==> src/rtl/monster_hit_scheduler_if.sv <==
// Hit request bus between the projectile sources and the hit scheduler.
//   hit_req : per-source hit request (level or pulse)
//   hit_dmg : per-source damage, source i on bits [i*DMG_W +: DMG_W]
//   hit_ack : one-hot, one-cycle grant back to the winning source
// master = projectile sources, slave = scheduler.
interface monster_hit_scheduler_if #(
    parameter int unsigned N_SRC = 4,
    parameter int unsigned DMG_W = 3
);
    logic [N_SRC-1:0]       hit_req;
    logic [N_SRC*DMG_W-1:0] hit_dmg;
    logic [N_SRC-1:0]       hit_ack;

    modport master (output hit_req, output hit_dmg, input hit_ack);
    modport slave  (input hit_req, input hit_dmg, output hit_ack);
endinterface

==> src/rtl/monster_hit_scheduler.sv <==
// Monster hit scheduler: round-robin arbitration of hit requests, expansion
// of each granted hit into one got_hit pulse per health unit, a frame-counted
// invulnerability window after each hit, and the authoritative health count.
// Ports:
//   clk, reset    : system clock, synchronous active-high reset
//   startOfFrame  : one-cycle pulse per video frame
//   hits          : hit request bus (slave side), see monster_hit_scheduler_if
//   got_hit       : one-cycle decrement pulse to the health bar
//   health        : current health
//   invulnerable  : high while a hit is applied and during cooldown
//   enraged       : high when 0 < health <= ENRAGE_LEVEL
//   monster_dead  : high once health reaches 0, sticky until reset
module monster_hit_scheduler #(
    parameter int unsigned N_SRC         = 4,
    parameter int unsigned MAX_HEALTH    = 32,
    parameter int unsigned DMG_W         = 3,
    parameter int unsigned INVULN_FRAMES = 8,
    parameter int unsigned ENRAGE_LEVEL  = 16
) (
    input  logic clk,
    input  logic reset,
    input  logic startOfFrame,
    monster_hit_scheduler_if.slave hits,
    output logic       got_hit,
    output logic [7:0] health,
    output logic       invulnerable,
    output logic       enraged,
    output logic       monster_dead
);
    localparam int unsigned PTR_W = (N_SRC > 1) ? $clog2(N_SRC) : 1;
    localparam int unsigned FC_W  = (INVULN_FRAMES > 0) ? $clog2(INVULN_FRAMES + 1) : 1;

    typedef enum logic [1:0] {IDLE, APPLY, COOLDOWN, DEAD} state_t;

    state_t           state;
    logic [PTR_W-1:0] ptr;
    logic [7:0]       remain;
    logic [FC_W-1:0]  frame_cnt;

    logic             grant_valid;
    logic [PTR_W-1:0] grant_idx;
    logic [PTR_W-1:0] cand_idx;
    logic [N_SRC-1:0] ack_vec;
    logic [DMG_W-1:0] dmg_sel;
    logic [31:0]      dmg_eff;
    logic [7:0]       remain_load;

    // Round-robin search starting just after the last granted source.
    always_comb begin
        grant_valid = 1'b0;
        grant_idx   = '0;
        cand_idx    = '0;
        for (int unsigned i = 1; i <= N_SRC; i++) begin
            cand_idx = PTR_W'((32'(ptr) + i) % N_SRC);
            if (!grant_valid && hits.hit_req[cand_idx]) begin
                grant_valid = 1'b1;
                grant_idx   = cand_idx;
            end
        end
        ack_vec            = '0;
        ack_vec[grant_idx] = 1'b1;
        dmg_sel            = hits.hit_dmg[grant_idx*DMG_W +: DMG_W];
        // Zero damage still costs one unit; clip to health so it never underflows.
        dmg_eff            = (dmg_sel == '0) ? 32'd1 : 32'(dmg_sel);
        remain_load        = (dmg_eff > 32'(health)) ? health : dmg_eff[7:0];
    end

    always_ff @(posedge clk) begin
        if (reset) begin
            state        <= IDLE;
            ptr          <= PTR_W'(N_SRC - 1);
            health       <= 8'(MAX_HEALTH);
            remain       <= '0;
            frame_cnt    <= '0;
            hits.hit_ack <= '0;
            got_hit      <= 1'b0;
            monster_dead <= 1'b0;
        end else begin
            hits.hit_ack <= '0;
            got_hit      <= 1'b0;
            case (state)
                IDLE: begin
                    if (grant_valid) begin
                        hits.hit_ack <= ack_vec;
                        ptr          <= grant_idx;
                        remain       <= remain_load;
                        state        <= APPLY;
                    end
                end
                APPLY: begin
                    got_hit <= 1'b1;
                    health  <= health - 8'd1;
                    remain  <= remain - 8'd1;
                    if (remain == 8'd1) begin
                        if (health == 8'd1) begin
                            state        <= DEAD;
                            monster_dead <= 1'b1;
                        end else if (INVULN_FRAMES == 0) begin
                            state <= IDLE;
                        end else begin
                            state     <= COOLDOWN;
                            frame_cnt <= FC_W'(INVULN_FRAMES);
                        end
                    end
                end
                COOLDOWN: begin
                    if (startOfFrame) begin
                        frame_cnt <= frame_cnt - FC_W'(1);
                        if (frame_cnt == FC_W'(1)) begin
                            state <= IDLE;
                        end
                    end
                end
                DEAD: begin
                    monster_dead <= 1'b1;
                end
                default: state <= IDLE;
            endcase
        end
    end

    assign invulnerable = (state == APPLY) || (state == COOLDOWN);
    assign enraged      = (health != 8'd0) && (32'(health) <= ENRAGE_LEVEL);
endmodule
==> src/flat_wrapper.sv <==
// flat-port wrapper written by rule: the top's interface ports become plain ports
module monster_hit_scheduler_flat 
#(
    parameter int unsigned N_SRC         = 4,
    parameter int unsigned MAX_HEALTH    = 32,
    parameter int unsigned DMG_W         = 3,
    parameter int unsigned INVULN_FRAMES = 8,
    parameter int unsigned ENRAGE_LEVEL  = 16
)
  (clk, reset, startOfFrame, got_hit, health, invulnerable, enraged, monster_dead, hits_hit_req, hits_hit_dmg, hits_hit_ack);
  monster_hit_scheduler_if #(.N_SRC(N_SRC), .DMG_W(DMG_W)) hits_i ();
  input  logic clk;
  input  logic reset;
  input  logic startOfFrame;
  output logic got_hit;
  output logic [7:0] health;
  output logic invulnerable;
  output logic enraged;
  output logic monster_dead;
  input wire logic [$bits(hits_i.hit_req)-1:0] hits_hit_req;
  input wire logic [$bits(hits_i.hit_dmg)-1:0] hits_hit_dmg;
  output wire logic [$bits(hits_i.hit_ack)-1:0] hits_hit_ack;
  assign hits_i.hit_req = hits_hit_req;
  assign hits_i.hit_dmg = hits_hit_dmg;
  assign hits_hit_ack = hits_i.hit_ack;
  monster_hit_scheduler #(.N_SRC(N_SRC), .MAX_HEALTH(MAX_HEALTH), .DMG_W(DMG_W), .INVULN_FRAMES(INVULN_FRAMES), .ENRAGE_LEVEL(ENRAGE_LEVEL)) u_core (.clk(clk), .reset(reset), .startOfFrame(startOfFrame), .hits(hits_i), .got_hit(got_hit), .health(health), .invulnerable(invulnerable), .enraged(enraged), .monster_dead(monster_dead));
endmodule
==> config.mk <==
export PLATFORM = sky130hd
export DESIGN_NAME = monster_hit_scheduler_flat
export DESIGN_NICKNAME = d
export VERILOG_FILES = /design/src/rtl/monster_hit_scheduler_if.sv /design/src/rtl/monster_hit_scheduler.sv /design/src/flat_wrapper.sv
export SDC_FILE = /design/constraint.sdc
export NUM_CORES = 1
export LEC_CHECK = 0
export CORE_UTILIZATION = 45
export CTS_CLUSTER_DIAMETER = 120
export DETAILED_ROUTE_END_ITERATION = 7
export MAX_ROUTING_LAYER = met4
export PLACE_DENSITY = 0.81
export SETUP_SLACK_MARGIN = 0.15
export SLEW_MARGIN = 0
export SYNTH_ARGS = -nofsm -noshare
export SYNTH_HDL_FRONTEND = slang
export SYNTH_SLANG_ARGS = --single-unit
==> constraint.sdc <==
create_clock -name clk -period 6.1 [get_ports clk]
set_input_delay 1.22 -clock clk [delete_from_list [all_inputs] [get_ports clk]]
set_output_delay 1.22 -clock clk [all_outputs]
set_load 0.02 [all_outputs]
==> results of run 1 <==
-- report_power, final --
part	internal (mW)	total [mW]	switching, mW
sequential	0.258	0.331	0.0730
clock	0.130	0.203	0.0726
combinational	0.291	0.639	0.348
-- flip-flops by register name, summed over array words and instances (netlist names) --
signal	count
u_core.monster_dead	1
u_core.state	2
u_core.hits.hit_ack	4
u_core.got_hit	1
u_core.frame_cnt	4
u_core.ptr	2
u_core.remain	8
u_core.health	8
-- per-layer routing --
layer,share of wire [%],wire length (um)
met1,48,1840
met2,46,1765
met3,5.5,211
met4,1.4,53
met5,0,0
-- critical path, stage by stage --
cell and delay, ns:
clkdlybuf4s50_1 0.56, nor2b_1 0.19, a21oi_1 0.07, o221ai_2 0.38, mux2i_1 0.34, or2_1 0.17, nor2b_1 0.14, ha_1 0.16
nor2b_1 0.04, o21a_1 0.16, o211ai_1 0.38, nor3_1 0.10, or3_1 0.33, a21oi_1 0.12
-- final cells by class --
cell class	instances	share of cell area, %
multi-input combinational	167	48.68
timing repair buffer	34	14.98
inverter	14	2.313
clock inverter	1	1.322
sequential	30	26.43
clock buffer	6	3.634
tap	48	2.643
-- path summary, 6_finish.rpt --
| check | to | cells after the start |
|---|---|---|
| worst min-delay path | u_core.frame_cnt[3]$_SDFFE_PP0P_ | 1 |
| worst max register to register | u_core.remain[0]$_SDFFE_PP0P_ | 13 |
| worst min register to register | u_core.frame_cnt[3]$_SDFFE_PP0P_ | 1 |
| worst max-delay path | u_core.remain[0]$_SDFFE_PP0P_ | 14 |
-- kinds of logic (layout without fill, tap and decap cells) --
logic type,after synthesis,in the layout
DFF,30,30
AOI/OAI and AO/OA,44,44
buffers and inverters,18,55
xor gates and xnor gates,8,8
adders and majority gates,13,13
and+or+nand+nor,91,91
muxes,11,11
-- placed cells by master (no fill, tap or decap), types with 2 or more instances in the layout --
master,Yosys,routed
inv_1,14,14
o21ai_0,6,6
dfxtp_1,30,30
nand2_1,15,15
a21o_1,2,2
nor2_1,35,35
nand3b_1,2,2
ha_1,13,13
xnor2_1,6,6
clkdlybuf4s50_1,0,34
a311oi_1,2,2
a21oi_1,17,17
mux2i_1,11,11
xor2_1,2,2
a2bb2oi_1,2,2
a211oi_1,5,5
nor4_1,2,2
nand2b_1,7,7
nor3_1,12,12
clkbuf_8,0,6
nor2b_1,6,6
or3_1,3,3
==> flow_summary.yaml, run 1 <==
layout:
  syn_to_final_growth_pct: 28.07
  finish.utilization_pct: 61.14
  multi_input_area_mm2: 0.001106
  seqCellArea_um2: 600.6
  diodes: 0
  final_area_mm2: 0.002272
  final_cells: 300
  nets: 284
  drive_gt1_share_pct: 4.365
  fillers: 353
drt:
  drt_iter0_drc: 65
  drc: 0
  wire_per_inst_um: 12.90
  via_per_inst: 5.367
  ant_nets: 0
  finalWirelength_um: 3870
  dr.pass1.iters: 4
  via_count: 1610
worst_setup_path:
  critical_path_required_ns: 6.32
  r2r_start: "u_core.ptr[1]$_SDFFE_PP1P_"
  startpoint: "hits_hit_req[3]"
  start_kind: "input port"
  r2r_slack_ns: 3.05
  path_class: "input port to flip-flop"
  endpoint_kind: "flip-flop"
  path_max_fanout: 8
  arrival_ns: 4.37
worst_hold_path:
  min_path_type: "flip-flop to flip-flop"
  worstHoldStart: "u_core.frame_cnt[3]$_SDFFE_PP0P_"
pwr:
  finalPower_mw: 1.173
  p_leak_nw: 0.8754
  ir_drop_v: 0.0002750
  powerDensity_mw_per_mm2: 516.2
cts:
  post_cts_resized: 0
  clock_latency_ns: 0.28
  cts_tree: "built"
  clk_pin_slew_ns: 0.06
  cts_buffers: 5
  post_cts_buffers: 0
  root_buffer: "clkbuf_8"
  h-tree-depth: 2
  hold_buffers: 0
  cts.path.max_buffers: 2
  clkSinkCount: 30
global_route:
  use_met2_pct: 32.16
  use_met1_pct: 24.11
  use_met3_pct: 5.634
  top_usage_layer: "met2"
  antenna_found_initial: 0
  grt_use_total_pct: 20.37
  grt_overflow_total: 0
  grt_pass1_vias: 1492
  grt_pass1_wl_um: 6375
  grt_max_degree: 29
sta:
  maxSlewViolCount: 0
  period_share_pct: 68.15
  fin_setup_tns_ns: 0
  tightest_slew_ns: 1.050
  max_slew_margin_pct: 29.78
  period_minus_slack_ns: 4.157
  holdWs_ns: 0.4880
  rsz0062_at_grt: "false"
  setup_violations: 0
  skew_ns: 0.006638
  max_freq_ghz: 0.2405
  final_hold_viol_count: 0
  fin_ws_ns: 1.943
floorplan:
  rows: 22
  fp.dieH_um: 64.79
  die_x_um: 64.79
  start_util_pct: 47.74
  boundaryPins: 35
  dieArea_mm2: 0.004198
  core_area_mm2: 0.003716
synthesis:
  muxShareOfSynthArea_pct: 6.206
  synth.largest_area_cell: "dfxtp_1"
  synth_cell_type_count: 40
  yosys.area.top_type_share_pct: 33.85
  synth_area_leaders: "dfxtp_1, ha_1, nor2_1"
  synth_top_family_by_area: "simple AND/OR/NAND/NOR gates"
  avgSynthCellArea_um2: 8.252
  synth.most_common_cell: "nor2_1"
  ys_top_cells_by_count: "nor2_1, dfxtp_1, a21oi_1"
  synth_edf_count: 0
  syn_nets: 247
  synth-seq-area-share_pct: 33.85
  ys.flop_type: "dfxtp_1"
  syn_inst: 215
  syn_area_mm2: 0.001774
  yosys_warnings: 0
  synthAdderAreaFrac_pct: 9.168
  yosys_register_bits: 30
  synth_xor_area_share_pct: 3.949
  async_reset_ff_share_pct: 0
  synthSimpleGateAreaFrac_pct: 25.67
  synth-compound-area-share_pct: 17.35
job:
  maxCapViolCount: 0
placed_design:
  place_area_mm2: 0.002160
  dp_cells: 293
  io_buffers: 34
  hpwl_um: 2761
  post-place-ws_ns: 1.699
  globalplace.congestion: 0.7999
status:
  status: "finished clean"
No activity file was read; power rests on OpenSTA's default activity.
==> run 2: changes to the inputs <==
--- a/config.mk
+++ b/config.mk
@@ -9,7 +9,7 @@
 export CTS_CLUSTER_DIAMETER = 120
 export DETAILED_ROUTE_END_ITERATION = 7
 export MAX_ROUTING_LAYER = met4
-export PLACE_DENSITY = 0.81
+export PLACE_DENSITY = 0.84
 export SETUP_SLACK_MARGIN = 0.15
 export SLEW_MARGIN = 0
 export SYNTH_ARGS = -nofsm -noshare
==> constraint.sdc (replaced) <==
create_clock -name clk -period 3.7 [get_ports clk]
set_input_delay 0.74 -clock clk [delete_from_list [all_inputs] [get_ports clk]]
set_output_delay 0.74 -clock clk [all_outputs]
set_load 0.02 [all_outputs]
==> flow_summary.yaml, run 2 (same netlist as run 1, synthesis figures left out) <==
cts:
  clk_pin_slew_ns: 0.06
  root_buffer: "clkbuf_8"
  clock_latency_ns: 0.28
  cts_buffers: 5
  cts_tree: "built"
  h-tree-depth: 2
  clkSinkCount: 30
  cts.path.max_buffers: 2
layout:
  final_area_mm2: 0.002301
  fillers: 335
  final_cells: 305
  finish.utilization_pct: 61.92
  nets: 290
  final_cell_mix: "nor2_1, clkdlybuf4s50_1, dfxtp_1"
  top_regs: "u_core.health (8), u_core.remain (8)"
  drive_gt1_share_pct: 7.393
  final_common_cell: "nor2_1"
  diodes: 0
  syn_to_final_growth_pct: 29.69
sta:
  maxSlewViolCount: 0
  rsz0062_at_grt: "true"
  tightest_slew_ns: 1.074
  max_freq_ghz: 0.2952
  skew_ns: 0.008841
  period_minus_slack_ns: 3.388
  fin_ws_ns: 0.3122
  max_slew_margin_pct: 28.20
  final_hold_viol_count: 0
  period_share_pct: 91.56
  setup_violations: 0
  fin_setup_tns_ns: 0
  holdWs_ns: 0.4940
pwr:
  pwr-share-seq_pct: 28.7
  power.share.switching_pct: 43.67
  p_leak_nw: 0.9003
  p_switching_mw: 0.8373
  pwr-share-clk_pct: 13.4
  p_int_mw: 1.080
  powerDensity_mw_per_mm2: 833.2
  finalPower_mw: 1.917
  p_comb_share_pct: 57.8
  ir_drop_v: 0.0005750
worst_setup_path:
  start_kind: "input port"
  path_max_fanout: 5
  arrival_ns: 3.50
  endpoint_kind: "flip-flop"
  r2r_slack_ns: 0.87
  critical_path_required_ns: 3.81
  path_class: "input port to flip-flop"
placed_design:
  dp_cells: 297
  place_area_mm2: 0.002190
  post-place-ws_ns: -0.1089
  hpwl_um: 2945
  globalplace.congestion: 0.8437
  io_buffers: 34
global_route:
  grt_overflow_total: 0
  grt_use_total_pct: 21.64
  grt_pass1_wl_um: 6837
  antenna_found_initial: 0
  grt_pass1_vias: 1566
  grt_max_degree: 29
drt:
  ant_nets: 0
  via_count: 1694
  drc: 0
  dr.pass1.iters: 4
  finalWirelength_um: 4130
  drt_iter0_drc: 97
  via_per_inst: 5.554
  wire_per_inst_um: 13.54
floorplan:
  start_util_pct: 47.74
  rows: 22
  dieArea_mm2: 0.004198
  core_area_mm2: 0.003716
  fp.dieH_um: 64.79
  die_x_um: 64.79
  boundaryPins: 35
status:
  status: "finished clean"
job:
  maxCapViolCount: 0
worst_hold_path:
  min_path_type: "flip-flop to flip-flop"
==> run 2: final cells by class <==
cell class	instances	area [um^2]	share of cell area (%)
multi-input combinational	167	1117	48.56
sequential	30	600.6	26.10
inverter	14	52.55	2.284
tap	48	60.06	2.610
clock buffer	6	82.58	3.589
timing repair buffer	40	387.9	16.86
==> run 2: metal layers <==
metal	global-route usage, %	up-vias	share of wire (%)
li1	-	839	-
met1	25.22	798	46
met2	35.55	52	47
met3	4.577	5	6.2
met4	9.722	0	1.2
met5	-	-	0
==> run 2: repair_timing <==
action                                  CTS  global route
buffers inserted                          1             1
endpoints found under the setup margin    1             3
pin swaps                                 1             3
hold buffers                              0             0
hold endpoints to repair                  0             0
gates resized for setup                   0             4
==> run 2: path summary, 6_finish.rpt <==
kind,startpoint,to,cells after the start
worst max-delay path,hits_hit_req[0],u_core.remain[1]$_SDFFE_PP0P_,14
worst min-delay path,u_core.frame_cnt[3]$_SDFFE_PP0P_,u_core.frame_cnt[3]$_SDFFE_PP0P_,1
worst max register to register,u_core.ptr[1]$_SDFFE_PP1P_,u_core.remain[1]$_SDFFE_PP0P_,14
worst min register to register,u_core.frame_cnt[3]$_SDFFE_PP0P_,u_core.frame_cnt[3]$_SDFFE_PP0P_,1
==> run 2: power by group through the flow <==
stage / registers, mW / logic (mW) / clock network (mW)
after floorplan: 0.577 / 0.733 / 0
after global placement: 0.550 / 1.04 / 0
after detailed placement: 0.552 / 1.08 / 0
after CTS: 0.549 / 1.09 / 0.263
after global routing: 0.565 / 1.23 / 0.278
final: 0.551 / 1.11 / 0.258
==> run 2: worst max-delay path: stages <==
cell	delay, ns
clkdlybuf4s50_1	0.47
a21o_1	0.23
a31oi_4	0.29
mux2i_1	0.25
mux2i_1	0.11
or2_1	0.25
nor2b_1	0.14
ha_1	0.18
nor2b_1	0.13
o21a_1	0.12
o211ai_1	0.11
buf_4	0.17
a21oi_1	0.20
a211oi_2	0.10
